File: src/rtl/dualrail_pkg.sv
// -----------------------------------------------------------------------------
// dualrail_pkg
// Shared definitions for the dual-rail four-phase receiver:
//   - rx_state_t     : handshake FSM states
//   - SYNC_STAGES    : depth of the per-rail synchronizer
//   - e_active_level : maps the ENABLE_ACTIVE_HIGH parameter to the level
//                      of the enable output that means "ready for a token"
// -----------------------------------------------------------------------------
package dualrail_pkg;

    localparam int SYNC_STAGES = 2;

    typedef enum logic [1:0] {
        IDLE         = 2'd0,
        WAIT_NEUTRAL = 2'd1,
        STALL        = 2'd2
    } rx_state_t;

    function automatic logic e_active_level(input int active_high);
        return (active_high != 0) ? 1'b1 : 1'b0;
    endfunction

endpackage

File: src/rtl/dualrail_sync2.sv
// -----------------------------------------------------------------------------
// dualrail_sync2
// Multi-flop synchronizer for one asynchronous rail (SYNC_STAGES flops).
// Ports:
//   clk   : sampling clock
//   reset : synchronous active-high reset, clears the chain to 0
//   d     : asynchronous input rail
//   q     : synchronized rail
// -----------------------------------------------------------------------------
module dualrail_sync2
    import dualrail_pkg::*;
(
    input  logic clk,
    input  logic reset,
    input  logic d,
    output logic q
);

    logic [SYNC_STAGES-1:0] chain_p0;

    always_ff @(posedge clk) begin
        if (reset) begin
            chain_p0 <= '0;
        end else begin
            chain_p0 <= {chain_p0[SYNC_STAGES-2:0], d};
        end
    end

    assign q = chain_p0[SYNC_STAGES-1];

endmodule

File: src/rtl/dualrail_rx_deser.sv
// -----------------------------------------------------------------------------
// dualrail_rx_deser
// Clocked receiver for a 1-of-2 dual-rail four-phase channel. The rails are
// synchronized, each token is acknowledged through the enable output, WIDTH
// tokens are collected LSB-first into a word and the word is offered on a
// valid/ready stream.
//
// Parameters:
//   WIDTH              : bits per output word (>= 1)
//   ENABLE_ACTIVE_HIGH : 1 -> e high means "accepting"; 0 -> e low means it
// Ports:
//   clk       : sole clock, rising edge
//   reset     : synchronous active-high reset
//   d0, d1    : false / true rail (asynchronous)
//   e         : registered channel enable / acknowledge
//   out_data  : assembled word, bit 0 = first token
//   out_valid : out_data holds a word
//   out_ready : consumer accepts the word
//   error     : sticky flag for both rails high while waiting for a token;
//               present only when DUALRAIL_RX_ERROR_EN is defined
// Build option:
//   DUALRAIL_RX_ERROR_EN : adds the error port and illegal-code detection.
// -----------------------------------------------------------------------------
module dualrail_rx_deser
    import dualrail_pkg::*;
#(
    parameter int WIDTH              = 4,
    parameter int ENABLE_ACTIVE_HIGH = 1
) (
    input  logic             clk,
    input  logic             reset,
    input  logic             d0,
    input  logic             d1,
    output logic             e,
    output logic [WIDTH-1:0] out_data,
    output logic             out_valid,
    input  logic             out_ready
`ifdef DUALRAIL_RX_ERROR_EN
    ,
    output logic             error
`endif
);

    localparam int               CNT_W  = $clog2(WIDTH + 1);
    localparam logic [CNT_W-1:0] FULL   = CNT_W'(WIDTH);
    localparam logic             E_ACT  = e_active_level(ENABLE_ACTIVE_HIGH);
    localparam logic             E_INACT = ~E_ACT;

    logic             s0;
    logic             s1;
    rx_state_t        state;
    logic [CNT_W-1:0] cnt;
    logic [WIDTH-1:0] shreg;
    logic             xfer;

    // Rail synchronizers: the FSM sees only s0/s1.
    dualrail_sync2 u_sync_d0 (
        .clk   (clk),
        .reset (reset),
        .d     (d0),
        .q     (s0)
    );

    dualrail_sync2 u_sync_d1 (
        .clk   (clk),
        .reset (reset),
        .d     (d1),
        .q     (s1)
    );

    // A full word moves to the output register whenever that register is
    // empty or is being emptied on this same edge, so accept and refill
    // happen back to back without a bubble.
    assign xfer = (cnt == FULL) && (!out_valid || out_ready);

    // Handshake FSM, shift register and output register.
    always_ff @(posedge clk) begin
        if (reset) begin
            state     <= IDLE;
            cnt       <= '0;
            shreg     <= '0;
            out_data  <= '0;
            out_valid <= 1'b0;
            e         <= E_INACT;
        end else begin
            if (xfer) begin
                out_data  <= shreg;
                out_valid <= 1'b1;
                cnt       <= '0;
            end else if (out_valid && out_ready) begin
                out_valid <= 1'b0;
            end

            case (state)
                IDLE: begin
                    // Also the path that raises e on the first cycle out of reset.
                    e <= E_ACT;
                    // IDLE is only entered with room in the shift register,
                    // so a capture here can never collide with a transfer.
                    // Both rails high is captured as a 1 (s1).
                    if (s0 || s1) begin
                        for (int i = 0; i < WIDTH; i++) begin
                            if (cnt == CNT_W'(i)) begin
                                shreg[i] <= s1;
                            end
                        end
                        cnt   <= cnt + CNT_W'(1);
                        e     <= E_INACT;
                        state <= WAIT_NEUTRAL;
                    end
                end

                WAIT_NEUTRAL: begin
                    e <= E_INACT;
                    if (!s0 && !s1) begin
                        if ((cnt != FULL) || xfer) begin
                            e     <= E_ACT;
                            state <= IDLE;
                        end else begin
                            state <= STALL;
                        end
                    end
                end

                STALL: begin
                    // Holding e inactive is what pushes backpressure onto
                    // the asynchronous sender.
                    e <= E_INACT;
                    if (xfer) begin
                        e     <= E_ACT;
                        state <= IDLE;
                    end
                end

                default: begin
                    e     <= E_INACT;
                    state <= IDLE;
                end
            endcase
        end
    end

`ifdef DUALRAIL_RX_ERROR_EN
    // Both rails high is not a legal 1-of-2 code; remember it until reset.
    always_ff @(posedge clk) begin
        if (reset) begin
            error <= 1'b0;
        end else if ((state == IDLE) && s0 && s1) begin
            error <= 1'b1;
        end
    end
`endif

endmodule

File: config.mk
export PLATFORM = sky130hd
export DESIGN_NAME = dualrail_rx_deser
export DESIGN_NICKNAME = d
export VERILOG_FILES = /design/src/rtl/dualrail_pkg.sv /design/src/rtl/dualrail_sync2.sv /design/src/rtl/dualrail_rx_deser.sv
export SDC_FILE = /design/constraint.sdc
export NUM_CORES = 1
export LEC_CHECK = 0
export CAP_MARGIN = 40
export CORE_MARGIN = 1
export CORE_UTILIZATION = 55
export CTS_CLUSTER_DIAMETER = 60
export CTS_CLUSTER_SIZE = 24
export DETAILED_ROUTE_END_ITERATION = 12
export PLACE_DENSITY = 0.81
export SLEW_MARGIN = 20
export SYNTH_ARGS = -nofsm -noshare
export SYNTH_HDL_FRONTEND = slang
export SYNTH_SLANG_ARGS = --single-unit
File: constraint.sdc
create_clock -name clk -period 2.8 [get_ports clk]
set_input_delay 0.42 -clock clk [delete_from_list [all_inputs] [get_ports clk]]
set_output_delay 0.42 -clock clk [all_outputs]
set_load 0.05 [all_outputs]
Word-level counts from Yosys, hierarchy flattened --
Cells that the tools add are included.
Word-level totals: flip-flop bits (word level) 19, output and inout bits 6
Cells by class: $add $sub $neg 1, mux-type cells 15, equality and inequality tests 10, reductions and logical operators 17
Operators with widths (count):
- $reduce_and 3->1 | 5
- $mux 3 | 3
- $mux 2 | 4
- $eq 3x2->1 const B | 2
- $mux 1 | 6
- $ne 2x2->1 const B | 3
- $pmux 2 s3 | 1
- $add 3x1->3 const B | 1
- $eq 3x1->1 const B | 1
- $eq 3x3->1 const B | 1
- $logic_and 1x1->1 | 3
- $logic_not 1->1 | 3
- $logic_not 3->1 | 1
- $logic_or 1x1->1 | 3
- $ne 3x3->1 const B | 1
- $pmux 1 s3 | 1
- $eq 2x1->1 const B | 1
- $eq 2x2->1 const B | 1
- $logic_not 2->1 | 1
- $reduce_bool 2->1 | 1

Logic depth before layout (Yosys ltp) --
Gate-level depths: netlist (run 1).
depth after elaboration 7, gate-level depth with buffers 6, mapped depth without buffers 5

Cells and area by module --
From an unflattened synthesis (run 1), not the netlist that was laid out.
Unflattened totals: cell total of the unflattened synthesis 82, area, all modules 818.3 um^2
Modules (own cells, without submodules):
- dualrail_rx_deser | area each 713.2 um^2, seq. area each 300.3 um^2, cells an instance 74, times used 1
- dualrail_sync2 | area each 52.6 um^2, seq. area each 40.0 um^2, cells an instance 4, times used 2

Least setup slack after synthesis (run 1) --
Ideal clock, no wire load.
kind register to register, start point register cnt[0], end point register cnt[2], clock period less this slack 1.392 ns, stages on the path, launching flop included 5, data arrival time 1.305 ns, setup time 0.087 ns, buffers on the path 0, setup slack 1.408 ns, path through dfxtp_1 > ha_1 > ha_1 > or4_1 > o31ai_1
On the way: word-level cells in the longest chain between the ends 5, elaborated cells between the ends (all ways) 6
Ends and longest elaborated chain:
- start, declared | RTL line dualrail_rx_deser.sv:52 | logic [CNT_W-1:0] cnt;
- start signal, assigned | RTL line dualrail_rx_deser.sv:107 | cnt <= cnt + CNT_W'(1);
- branches (longest 4 deep; another with $add 3x1->3)
- $mux 3 * | RTL line dualrail_rx_deser.sv:94 | case (state)
Every way passes the cells marked *. A chain may end at the register's enable or synchronous reset.

Worst setup path after layout (run 1) --
start point register out_valid, end point output port out_valid
RTL lines:
- start, declared | RTL line dualrail_rx_deser.sv:36 | output logic out_valid,
- start signal, assigned | RTL line dualrail_rx_deser.sv:83 | out_valid <= 1'b0;
- start signal, assigned | RTL line dualrail_rx_deser.sv:88 | out_valid <= 1'b1;
- start signal, assigned | RTL line dualrail_rx_deser.sv:91 | out_valid <= 1'b0;
No word-level cell between the ends.

==> results of run 1 <==
## worst paths after layout
path	from	to	slack [ps]	cells past startpoint
max	out_valid	out_valid	920	1
min reg2reg	u_sync_d1.chain_p0[0]	u_sync_d1.chain_p0[1]	450	1
max reg2reg	cnt[0]	cnt[2]	1290	4
min	u_sync_d1.chain_p0[0]	u_sync_d1.chain_p0[1]	450	1
## kinds of logic (layout without fill, tap and decap cells)
family | count (synthesis) | in the layout | share of synthesized area
simple gates | 29 | 29 | 0.2162
compound gates | 19 | 19 | 0.1580
flops | 19 | 19 | 0.4663
buf+inv | 7 | 19 | 0.03375
fa+ha+maj | 5 | 5 | 0.07669
mux | 4 | 4 | 0.04908
## power groups by stage
stage / Clock [mW] / Sequential [mW] / Combinational, mW
after floorplan: 0 / 0.291 / 0.0250
after global placement: 0 / 0.288 / 0.0412
after detailed placement: 0 / 0.288 / 0.0421
after CTS: 0.139 / 0.282 / 0.0424
after global routing: 0.152 / 0.283 / 0.0467
final: 0.136 / 0.282 / 0.0423
## cell type report
| type | count | area [sq um] | share of cell area |
|---|---|---|---|
| inverter | 4 | 15.01 | 0.01569 |
| tap | 15 | 18.77 | 0.01961 |
| clock inverter | 1 | 5.005 | 0.005229 |
| sequential | 19 | 380.4 | 0.3974 |
| timing repair buffer | 11 | 107.6 | 0.1124 |
| multi-input combinational | 57 | 407.9 | 0.4261 |
| clock buffer | 3 | 22.52 | 0.02353 |
## flip-flops by register name (all words and copies together), names as in the netlist
signal,flops
out_data,4
shreg,4
cnt,3
state,2
u_sync_d0.chain_p0,2
u_sync_d1.chain_p0,2
e,1
out_valid,1
## per-layer routing
layer | vias up | share of wire | track usage
li1 | 323 | - | -
met1 | 268 | 0.47 | 0.2881
met2 | 13 | 0.48 | 0.3690
met3 | 4 | 0.032 | 0.05000
met4 | 0 | 0.020 | 0.09167
met5 | - | 0 | 0
## cell usage in the layout (no fill, tap or decap), drive strengths merged, types with 5 or more instances in the layout
master,Yosys,routed
clkdlybuf4s50,0,10
nand2b,6,6
dfxtp,19,19
a21oi,7,7
nand3,5,5
ha,5,5
## stage by stage
stage,setup WS [ps],instances
finish,916.1,110
global route,854.4,110
CTS,905.3,110
detailed placement,993.2,106
global placement,1049,106
floorplan,1408,83
==> impl_metrics.ini, run 1 <==
[timing]
finalHoldViolations = 0
final.setup.tns_ps = 0
hold-worst-slack_ps = 445.8
max_slew.worst_pin.slew_ps = 503.8
drv_slew = 0
timing.final.crit_share = 0.6728
finalSetupViolCount = 0
grt_setup_unrepaired = false
achievable-frequency_ghz = 0.5308
clock_skew_ps = 2.375
fin_crit_ps = 1884
relSlewSlack = 0.6631

[synth]
top_area_cells_in_the_synthesized_netlist = sky130_fd_sc_hd__dfxtp_1, sky130_fd_sc_hd__ha_1, sky130_fd_sc_hd__mux2i_1
ys.warnings.count = 0
synth.net_count = 93
seq_area_frac_synth = 0.4663
synth.lib_cells_used.distinct = 27
yosys_register_bits = 19
yosys_most_used_dff = sky130_fd_sc_hd__dfxtp_1
postSynthAreaPerCell_sq_um = 9.829
synth_top_cells_by_count = sky130_fd_sc_hd__dfxtp_1, sky130_fd_sc_hd__a21oi_1, sky130_fd_sc_hd__nand2b_1
synth_top_area_share = 0.4663
cell_count_after_synthesis = 83
netlist_area_sq_um = 815.8
yosys.cell_count.top_type = sky130_fd_sc_hd__dfxtp_1
synthArstFlopShare = 0
most_area_hungry_cell_type_in_the_yosys_netlist = sky130_fd_sc_hd__dfxtp_1
number_of_enable_flip_flop_cells_after_synthesis = 0

[placed_design]
dp.final_hpwl_microns = 1086
dpl_cell_area_sq_um = 929.6
portBuffers = 10
gpl.final_weighted_congestion = 0.8468

[detailed_routing]
initialDrtViolationCount = 7
routed_via_density = 5.527
drt-pass1-iter-count = 4
total_via_count_in_the_routed_design = 608
drt_drc_violations_left = 0
route.detailed.wl_per_inst_microns = 13.39
ant_nets = 0
wirelength_microns = 1473

[floorplanning]
die_area_sq_mm = 0.001641
io_pins = 11
initial_standard_cell_utilization_of_the_core = 0.6116
placeableCoreArea_sq_mm = 0.001334
core.rowCount = 13
die_w_microns = 40.51
die_ht_microns = 40.51

[cts]
clkSlewWorstSetupHoldPaths_ps = 100
clkSinkCount = 19
post_cts_hold_buffer_count = 0
tritoncts = built
number_of_buffers_added_for_setup_after_cts = 0
cts-resized-gates = 0
ctsHtreeMaxLevel = 1
clock_insertion_delay_worst_skew_ps = 300
cts-root-to-sink-buffers = 2
cts-buffers-inserted = 3
cts.root.buffer_cell = sky130_fd_sc_hd__clkbuf_4

[power]
p_int_uw = 350.8
finalPower_uw = 461.0
power.density_cell_area_mw_per_mm2 = 481.6
power.net_switching_uw = 110.2
sequential_cell_fraction_of_total_power = 0.612
portion_of_total_power_attributed_to_combinational_logic = 0.092
ir_worst_vdd_mv = 0.2909
power_frac_clock = 0.296
leakage_nw = 0.3571
power_switching_share = 0.2390

[worst_setup_path]
crit_required_ps = 2380
worst-path-max-fanout = 3
crit_buf_inv = 1
timing.critical_path.slowest_cell_delay_ps = 810
worstPathCellList = clkdlybuf4s50_1
end_kind = primary output
critical-path-slowest-cell = sky130_fd_sc_hd__clkdlybuf4s50_1
critPathTopFamily = buffers and inverters
cp_data_arrival_time_ps = 1460
critPathKind = flop to primary output
timing.critical_path.from_type = flop

[global_routing]
grt_antenna_before_repair = 0
grtUsageTotal = 0.2273
grt_start_max_net_pins = 14
wire_length_of_the_first_global_routing_pass_microns = 2463
grt_overflow = 0
via_count_of_the_first_global_routing_pass = 591

[final_layout]
final_layout_size_suffix_gt1_frac = 0.1053
design.final.nets = 106
area_delta_synth_final_pct = 17.33
n_antenna_cell = 0
layout.cell_area.non_filler_sq_um = 957.2
fillers = 112
finish.utilization = 0.7176

[run]
maxcap_viol_count = 0

[run_status]
outcome = finished clean

[worst_hold_path]
worst_hold_path_type = flop to flop
(Power assumes the default switching activity.)
==> run 2, diff against run 1 <==
--- a/config.mk
+++ b/config.mk
@@ -7,11 +7,11 @@
 export LEC_CHECK = 0
 export CAP_MARGIN = 40
 export CORE_MARGIN = 1
-export CORE_UTILIZATION = 55
+export CORE_UTILIZATION = 46
 export CTS_CLUSTER_DIAMETER = 60
 export CTS_CLUSTER_SIZE = 24
 export DETAILED_ROUTE_END_ITERATION = 12
-export PLACE_DENSITY = 0.81
+export PLACE_DENSITY = 0.72
 export SLEW_MARGIN = 20
 export SYNTH_ARGS = -nofsm -noshare
 export SYNTH_HDL_FRONTEND = slang
==> constraint.sdc (replaced) <==
create_clock -name clk -period 1.55 [get_ports clk]
set_input_delay 0.2325 -clock clk [delete_from_list [all_inputs] [get_ports clk]]
set_output_delay 0.2325 -clock clk [all_outputs]
set_load 0.05 [all_outputs]
==> run 2 against run 1 <==
Net effect: core utilization decreased by 10 points; combinational power grew 100%; critical path type is now flop to flop; sequential power increased by 80%; worst setup slack got worse by 820 ps; clock power rose by 76%; die area rose by 19%; critical endpoint is now cnt[2].
==> impl_metrics.ini, run 2 (same netlist as run 1, synthesis figures left out) <==
[worst_setup_path]
end_kind = flop
timing.critical_path.from_type = flop
ff2ff_setup_slack_ps = 90
cp_data_arrival_time_ps = 1670
worst-path-max-fanout = 3
crit_required_ps = 1760
critPathTopFamily = simple AND/OR/NAND/NOR gates
worst_path_most_repeated_cell = sky130_fd_sc_hd__ha_1
critPathKind = flop to flop
worstPathCellList = ha_1, ha_1, or4_1, o31ai_1
critical-path-slowest-cell = sky130_fd_sc_hd__or4_1
timing.critical_path.slowest_cell_delay_ps = 500
crit_buf_inv = 0

[cts]
clkSlewWorstSetupHoldPaths_ps = 100
ctsHtreeMaxLevel = 1
cts.root.buffer_cell = sky130_fd_sc_hd__clkbuf_4
cts-buffers-inserted = 3
tritoncts = built
clkSinkCount = 19
cts-root-to-sink-buffers = 2
clock_insertion_delay_worst_skew_ps = 290
post_cts_hold_buffer_count = 0

[detailed_routing]
initialDrtViolationCount = 26
routed_via_density = 5.779
route.detailed.wl_per_inst_microns = 13.44
drt-pass1-iter-count = 6
drt_drc_violations_left = 0
ant_nets = 0
total_via_count_in_the_routed_design = 653
wirelength_microns = 1519

[final_layout]
multiInputGateArea_sq_um = 416.7
final_layout_size_suffix_gt1_frac = 0.1959
design.final.nets = 108
instances_no_fill = 113
layout.cell_area.non_filler_sq_um = 965.9
fillers = 139
most-common-layout-cells = sky130_fd_sc_hd__dfxtp_1, sky130_fd_sc_hd__buf_4, sky130_fd_sc_hd__a21oi_1
top_regs = out_data: 4 flops, shreg: 4 flops, cnt: 3 flops
area_delta_synth_final_pct = 18.40
n_antenna_cell = 0
layout.cells.most_common = sky130_fd_sc_hd__dfxtp_1
regArea_sq_um = 380.4

[floorplanning]
initial_standard_cell_utilization_of_the_core = 0.5175
io_pins = 11
die_w_microns = 44.11
placeableCoreArea_sq_mm = 0.001577
die_area_sq_mm = 0.001946
core.rowCount = 14
die_ht_microns = 44.11

[worst_hold_path]
worst_hold_path_type = flop to flop

[timing]
relSlewSlack = 0.7919
grt_setup_unrepaired = false
finalHoldViolations = 0
finalSetupViolCount = 0
timing.final.crit_share = 0.9396
fin_crit_ps = 1456
clock_skew_ps = 6.483
achievable-frequency_ghz = 0.6867
final.setup.tns_ps = 0
drv_slew = 0
max_slew.worst_pin.slew_ps = 309.8

[run_status]
outcome = finished clean

[global_routing]
grt_antenna_before_repair = 0
met3_usage = 0.06122
globalRouteMet1Util = 0.2157
gr-max-usage-layer = met2
groute.layer.met2.usage = 0.3000
wire_length_of_the_first_global_routing_pass_microns = 2525
grt_overflow = 0
via_count_of_the_first_global_routing_pass = 610
grt_start_max_net_pins = 12
grtUsageTotal = 0.1764

[placed_design]
portBuffers = 10
dpl_cell_area_sq_um = 930.9
gpl.final_weighted_congestion = 0.8107
place_inst = 109
dp.final_hpwl_microns = 1112

[power]
power.density_cell_area_mw_per_mm2 = 862.7
leakage_nw = 0.3790
ir_worst_vdd_mv = 0.6801
finalPower_uw = 833.3

[run]
maxcap_viol_count = 0
[run 2: area by class of cell]
type                    instances  area share
flip-flops and latches         19      0.3938
clock buffers                   4     0.02720
repair buffers                 13      0.1114
well taps                      16     0.02073
multi-input cells              57      0.4313
inverters                       4     0.01554
[run 2: final timing paths]
kind / cells after the start / end / startpoint
setup / recovery: 4 / cnt[2] / cnt[1]
hold / removal: 1 / u_sync_d1.chain_p0[1] / u_sync_d1.chain_p0[0]
setup reg to reg: 4 / cnt[2] / cnt[1]
hold reg to reg: 1 / u_sync_d1.chain_p0[1] / u_sync_d1.chain_p0[0]
[run 2: stage by stage]
step	setup WS [ps]	hold WS (ps)	utilization
2_1_floorplan	157.7	360.7	-
3_3_place_gp	72.85	424.4	0.5905
3_5_place_dp	64.18	435.1	0.5905
4_1_cts	82.05	456.2	0.6071
5_1_grt	45.98	474.8	0.6127
6_report	93.69	450.8	0.6127
[run 2: where the power goes]
| part | leakage, nW | switching (mW) | total, mW | internal, mW |
|---|---|---|---|---|
| clock network | 0.0150 | 0.139 | 0.239 | 0.100 |
| logic | 0.209 | 0.0438 | 0.0862 | 0.0425 |
| registers | 0.155 | 0.00837 | 0.508 | 0.500 |
| total | 0.379 | 0.191 | 0.833 | 0.642 |
[run 2: layer usage]
layer / wire [microns] / part of all wire / vias to the layer above
met5: 0 / 0 / -
met4: 0 / 0 / 0
met3: 70 / 0.046 / 0
met2: 719 / 0.47 / 17
met1: 729 / 0.48 / 314
li1: - / - / 322
[run 2: repair_timing]
| action | 4_1_cts | 5_1_grt |
|---|---|---|
| resized for setup | 0 | 2 |
| endpoints found under the setup margin | 0 | 3 |
| endpoints found under the hold margin | 0 | 0 |
| buffers inserted | 0 | 0 |
==> run 3, diff against run 2 <==
--- a/config.mk
+++ b/config.mk
@@ -12,7 +12,6 @@
 export CTS_CLUSTER_SIZE = 24
 export DETAILED_ROUTE_END_ITERATION = 12
 export PLACE_DENSITY = 0.72
-export SLEW_MARGIN = 20
 export SYNTH_ARGS = -nofsm -noshare
 export SYNTH_HDL_FRONTEND = slang
 export SYNTH_SLANG_ARGS = --single-unit
==> results of run 3 <==
Final layout, timing and power as in run 2 (identical DEF).
